**src/rtl/cdb_pkg.sv**
```systemverilog
// cdb_pkg: shared CDB address type, idle code and requester-to-address mapping
package cdb_pkg;
    localparam int CDB_ADDR_W = 4;

    typedef logic [CDB_ADDR_W-1:0] cdb_addr_t;

    localparam cdb_addr_t CDB_IDLE = 4'h0;

    function automatic cdb_addr_t req_addr(input int idx);
        return cdb_addr_t'(idx + 1);
    endfunction
endpackage

```
**src/rtl/cdb_arbiter_rr_picker.sv**
```systemverilog
// rr_picker: first eligible index at or after start, wrapping modulo N
module rr_picker #(
    parameter int N  = 4,
    parameter int PW = 2
) (
    input  logic [N-1:0]  elig,
    input  logic [PW-1:0] start,
    output logic [PW-1:0] idx,
    output logic          valid
);
    // scan farthest-first so the closest eligible index to start wins
    always_comb begin
        idx   = '0;
        valid = 1'b0;
        for (int k = N - 1; k >= 0; k--) begin
            if (elig[(int'(start) + k) % N]) begin
                idx   = PW'((int'(start) + k) % N);
                valid = 1'b1;
            end
        end
    end
endmodule

```
**src/rtl/cdb_arbiter.sv**
```systemverilog
// cdb_arbiter: round-robin allocation of CDB_COUNT buses among REQ_COUNT requesters with bounded lock
module cdb_arbiter
    import cdb_pkg::*;
#(
    parameter int CDB_COUNT = 2,
    parameter int REQ_COUNT = 4,
    parameter int MAX_HOLD  = 4
) (
    input  logic                     clk,
    input  logic                     reset_n,
    input  logic [REQ_COUNT-1:0]     req,
    input  logic [REQ_COUNT-1:0]     lock,
    input  logic [CDB_COUNT-1:0]     bus_disable,
    input  logic                     flush,
    output logic [REQ_COUNT-1:0]     grant,
    output logic [REQ_COUNT*2-1:0]   grant_bus,
    output logic [4*CDB_COUNT-1:0]   select,
    output logic [CDB_COUNT-1:0]     bus_busy
);
    localparam int PW = REQ_COUNT > 1 ? $clog2(REQ_COUNT) : 1;
    localparam int HW = $clog2(MAX_HOLD + 1);
    localparam logic [HW-1:0] HOLD_LIM = HW'(MAX_HOLD - 1);

    cdb_addr_t                          owner    [CDB_COUNT];
    cdb_addr_t                          owner_n  [CDB_COUNT];
    logic [HW-1:0]                      hold_cnt [CDB_COUNT];
    logic [HW-1:0]                      hold_n   [CDB_COUNT];
    logic [PW-1:0]                      rr_ptr;
    logic [PW-1:0]                      rr_n;
    logic [CDB_COUNT-1:0]               keep;
    logic [REQ_COUNT-1:0]               kept_req;
    logic [REQ_COUNT-1:0]               to_req;
    logic [CDB_COUNT:0][REQ_COUNT-1:0]  stage_elig;
    logic [CDB_COUNT-1:0][PW-1:0]       pick_idx;
    logic [CDB_COUNT-1:0]               pick_valid;

    // keep phase: decide which owned buses survive the edge and who times out
    always_comb begin
        keep     = '0;
        kept_req = '0;
        to_req   = '0;
        for (int b = 0; b < CDB_COUNT; b++) begin
            for (int r = 0; r < REQ_COUNT; r++) begin
                if (owner[b] == req_addr(r)) begin
                    if (req[r] && lock[r] && !flush && !bus_disable[b] && hold_cnt[b] < HOLD_LIM) begin
                        keep[b]     = 1'b1;
                        kept_req[r] = 1'b1;
                    end
                    if (MAX_HOLD > 1 && req[r] && lock[r] && hold_cnt[b] >= HOLD_LIM)
                        to_req[r] = 1'b1;
                end
            end
        end
    end

    assign stage_elig[0] = flush ? '0 : req & ~kept_req & ~to_req;

    for (genvar g = 0; g < CDB_COUNT; g++) begin : g_pick
        rr_picker #(.N(REQ_COUNT), .PW(PW)) u_pick (
            .elig  (stage_elig[g]),
            .start (rr_ptr),
            .idx   (pick_idx[g]),
            .valid (pick_valid[g])
        );
        assign stage_elig[g+1] = stage_elig[g] & ~(REQ_COUNT'(pick_valid[g]) << pick_idx[g]);
    end

    // allocate phase: hand successive picks to free enabled buses in ascending order
    always_comb begin
        int n;
        n    = 0;
        rr_n = rr_ptr;
        for (int b = 0; b < CDB_COUNT; b++) begin
            owner_n[b] = keep[b] ? owner[b] : CDB_IDLE;
            hold_n[b]  = keep[b] ? hold_cnt[b] + 1'b1 : '0;
            if (!keep[b] && !bus_disable[b]) begin
                if (pick_valid[n]) begin
                    owner_n[b] = req_addr(int'(pick_idx[n]));
                    hold_n[b]  = '0;
                    rr_n       = (pick_idx[n] == PW'(REQ_COUNT - 1)) ? '0 : pick_idx[n] + 1'b1;
                end
                n++;
            end
        end
    end

    // state register; async reset drops every owner immediately
    always_ff @(posedge clk or negedge reset_n) begin
        if (!reset_n) begin
            rr_ptr <= '0;
            for (int b = 0; b < CDB_COUNT; b++) begin
                owner[b]    <= CDB_IDLE;
                hold_cnt[b] <= '0;
            end
        end else begin
            rr_ptr <= rr_n;
            for (int b = 0; b < CDB_COUNT; b++) begin
                owner[b]    <= owner_n[b];
                hold_cnt[b] <= hold_n[b];
            end
        end
    end

    // decode published views from the registered owners
    always_comb begin
        grant     = '0;
        grant_bus = '0;
        select    = '0;
        bus_busy  = '0;
        for (int b = 0; b < CDB_COUNT; b++) begin
            select[4*b +: 4] = owner[b];
            bus_busy[b]      = owner[b] != CDB_IDLE;
            for (int r = 0; r < REQ_COUNT; r++) begin
                if (owner[b] == req_addr(r)) begin
                    grant[r]           = 1'b1;
                    grant_bus[2*r +: 2] = 2'(b);
                end
            end
        end
    end
endmodule

```
**config.mk**
```make
export PLATFORM = sky130hd
export DESIGN_NAME = cdb_arbiter
export DESIGN_NICKNAME = d
export VERILOG_FILES = /design/src/rtl/cdb_pkg.sv /design/src/rtl/cdb_arbiter_rr_picker.sv /design/src/rtl/cdb_arbiter.sv
export SDC_FILE = /design/constraint.sdc
export NUM_CORES = 1
export LEC_CHECK = 0
export CAP_MARGIN = 20
export CORE_UTILIZATION = 45
export CTS_BUF_LIST = sky130_fd_sc_hd__clkbuf_16
export DETAILED_ROUTE_END_ITERATION = 8
export PLACE_DENSITY_LB_ADDON = 0.1
export REMOVE_ABC_BUFFERS = 1
export SLEW_MARGIN = 20
export SYNTH_ARGS = -nofsm -noshare
export SYNTH_HDL_FRONTEND = slang
export SYNTH_SLANG_ARGS = --single-unit
```
**constraint.sdc**
```tcl
create_clock -name clk -period 3.2 [get_ports clk]
set_input_delay 0.64 -clock clk [delete_from_list [all_inputs] [get_ports clk]]
set_output_delay 0.64 -clock clk [all_outputs]
set_load 0.01 [all_outputs]
```
==> results by group <==
Outcome
  – Status: completed

Detailed routing
  – DR pass1 iterations: 5
  – WL/cell: 16.8 um
  – Via-to-Cell Ratio: 5.81
  – WL met1: between 1500 and 2000 um
  – Antenna Nets Post-Route: 0
  – DR WL met3: 341 um
  – Starting DRT DRC Count: 129
  – Residual DRC: 0
  – Via count: roughly 1600
  – Uppermost layer routed: met4
  – Routed wire length: 4630 um
  – WL met2: 2270 um

Logic synthesis
  – Sequential fraction of the synthesis area: 27.7%
  – Ys Warns: 0
  – Post-Syn Area: between 0.001 and 0.0015 mm2
  – Asr flop ratio synth: 100%
  – Top FF cell, synth: dfrtp_1
  – Synthesized flop and latch total: 16
  – Post-Syn Instances: 172
  – Syn avg cell area: 8.40 um2
  – Post-synth EDFFs: 0
  – Synth unique cells: 51

Final layout
  – Post-layout net count: ~250
  – Design area: 0.00210 mm2
  – Antenna Cells: 0
  – Area Overhead vs Synth: 45.0%
  – Share of cells above drive strength 1: 20.3%

STA
  – Final Skew: approximately 1.4 ps
  – Worst-margin pin slew: 735 ps
  – Hold Fails Final Rpt: 0
  – Final setup fails: 0
  – Fin. max-slew vios: 0
  – Fin Hold WS: ~460 ps
  – Final Cycle Share: 96.7%
  – Peak Freq: 0.323 GHz
  – Slew HR: between 50% and 60%
  – Min Tclk post-route: 3100 ps

Worst setup path
  – WP data required: 3310 ps
  – Crit Path Class: primary input to flip-flop
  – Worst Path Max Fanout: 6
  – Capturing point of the worst reg2reg path: rr_ptr[1]
  – Worst path top cell family by delay: compound AO/OA/AOI/OAI gates
  – Buffers plus inverters on the worst setup path: 2
  – Crit path cell chain: clkdlybuf4s50_1, nor2b_1, o311ai_4, xnor2_1, a311o_1, a221oi_2, o31ai_4, ha_1, inv_1, mux2i_1
  – Critical R2R Launch: select[0]
  – Worst Reg-to-Reg Cells: 10
  – Slowest-stage cell, CP: clkdlybuf4s50_1
  – Worst setup EP type: flip-flop
  – Crit path launch type: primary input
  – Critical Path Max Stage Delay: roughly 520 ps
  – R2R Setup Slk: approximately 140 ps
  – CP arrival: 3210 ps

Clock tree
  – Worst-path clk slew: 50 ps
  – Clock latency reported for the late side of the worst-skew pair: roughly 240 ps
  – CTS Buf Count: 3
  – Root Buffer: clkbuf_16
  – Hold-fix buffers at CTS: 0
  – Clock Path Buffers: 2
  – Sink Count: 16
  – Max H-tree Level: 1
  – CTS tree: done

Floorplan
  – Die Y: 58.7 um
  – # rows: 20
  – Die W: 58.7 um
  – Starting Density: 47.3%
  – Num ports: 35
  – Die ar.: approximately 0.0034 mm2
  – CORE AREA: around 0.003 mm2

Power and ir drop
  – Gate power share: 38.9%
  – Sequential share of power: 32.3%
  – Sw frac: a little over a third
  – Total power: between 0.8 and 0.9 mW
  – Clock share of power: around 29%
  – Peak supply drop: 0.344 mV
  – PwrDens: 403 mW/mm2
  – Pint: 0.551 mW
  – Switching pwr: a little under 0.3 mW
  – Leak: approximately 0.94 nW

Global route
  – Antenna violations before repair: 0
  – Number of global-route vias before repair: 1510
  – First-pass GRT wire length: 7120 um
  – Pin count of the biggest net entering global routing: 17
  – GRT Residual Overflow: 0
  – GRT Resource Usage Total: around 27%

Worst hold path
  – Hold Crit Depth: 1
  – Hold crit path type: flip-flop to flip-flop
  – Min-delay src: hold_cnt[3]
  – Hold Path End: hold_cnt[3]

Placed design
  – DP Area: 0.00196 mm2
  – IO buf count: 30
  – Routability cong.: 0.926
  – DP Wirelength: 3440 um

Run
  – Max Cap Viol: 0
==> power groups by stage <==
stage          Clock [mW]  Sequential [mW]  Combinational, mW
6_report            0.243            0.273              0.328
5_1_grt             0.258            0.277              0.353
4_1_cts             0.248            0.270              0.316
3_5_place_dp            0            0.273              0.314
3_3_place_gp            0            0.272              0.310
2_1_floorplan           0            0.264              0.170
==> layout by cell type (no fill, tap or decap), types with 2 or more instances in the layout <==
cell type and count:
o221ai_1 3, inv_1 11, nor4b_2 2, conb_1 6
and2_1 2, nor4b_1 2, and3_1 2, nand3b_1 2
nor3_1 3, nand2_1 17, a21o_1 3, dfrtp_1 16
ha_1 6, buf_4 25, a221oi_1 2, a21oi_1 13
buf_12 2, o221a_2 3, clkdlybuf4s50_1 29, clkbuf_16 3
o211ai_1 2, mux2i_1 4, nand2b_1 2, or2_1 3
nor2b_1 4, nor2_1 12, o21ai_0 13, o21ai_1 5
nand3_1 6, or2_2 3
==> flip-flops by register name (all words and copies together), names as in the netlist <==
register / flops
select: 8
rr_ptr: 2
hold_cnt: 6
==> cells in the mapped netlist, types with 2 or more instances <==
library cell  number  share of area, %
o21ai_0           13               4.5
o21ai_1            5               1.7
buf_4              4               2.1
nor2b_1            4               1.7
dfrtp_1           16                28
a21oi_1           13               4.5
mux2i_1            4               2.8
a21o_1             3               1.6
ha_1               6               5.2
nor4b_1            2               1.2
inv_1             11               2.9
buf_2              3               1.0
a221oi_1           2               1.2
nor4b_2            2               2.1
or2_1              3               1.3
or2_2              3               1.3
nor2_1            12               3.1
and2_1             2              0.87
nand2_1           17               4.4
nor3_1             3               1.0
o221a_2            3               2.3
o221ai_1           3               1.8
nand3_1            6               2.1
nand2b_1           2              0.87
and3_1             2              0.87
nand3b_1           2               1.0
o211ai_1           2               1.0
==> layer usage <==
metal	track usage [%]	up-vias
met3	4.62	8
met2	45.3	76
met1	38.0	760
met4	5.78	0
met5	0	-
li1	-	755
==> metrics by stage <==
stage	cells	worst slack, ps	util, %	TNS [ps]
final	275	105	68.6	0
after global routing	275	-35.3	68.6	-58.0
after CTS	270	47.5	66.6	0
after detailed placement	266	-202	64.1	-605
after global placement	266	-174	64.1	-497
after floorplan	169	197	-	0
==> kinds of logic (layout without fill, tap and decap cells) <==
family / count (synthesis) / in the layout / share of synthesized area [%]
XOR/XNOR: 1 / 1 / 0.606
adder cells (fa/ha/maj): 6 / 6 / 5.19
AO/OA/AOI/OAI: 56 / 57 / 28.9
buffers and inverters: 19 / 72 / 6.23
flip-flops: 16 / 16 / 27.7
multiplexers: 4 / 4 / 2.77
AND/OR/NAND/NOR: 69 / 69 / 28.3
other: 1 / 6 / 0.259
==> what timing repair did <==
action	4_1_cts	5_1_grt
resized for setup	0	1
endpoints found under the setup margin	0	4
setup buffers	0	4
==> area by class of cell <==
cell class / instances / area, um2
multi-input cells: 143 / 990
fillers: 265 / 957
repair buffers: 57 / 531
flip-flops and latches: 16 / 400
clock buffers: 3 / 75.1
well taps: 44 / 55.1
inverters: 11 / 41.3
clock inverters: 1 / 3.75
==> worst max path at each step <==
stage                              start  cells past startpoint   endpoint  slack, ps
after floorplan                select[4]                      9  select[5]        200
after global placement    bus_disable[0]                     10  rr_ptr[1]       -170
after detailed placement  bus_disable[0]                     10  rr_ptr[1]       -200
after CTS                 bus_disable[0]                     10  rr_ptr[1]         50
after global routing      bus_disable[1]                     11  rr_ptr[1]        -40
final                              flush                     10  rr_ptr[1]        100
Power figures use the tool's default switching activity.
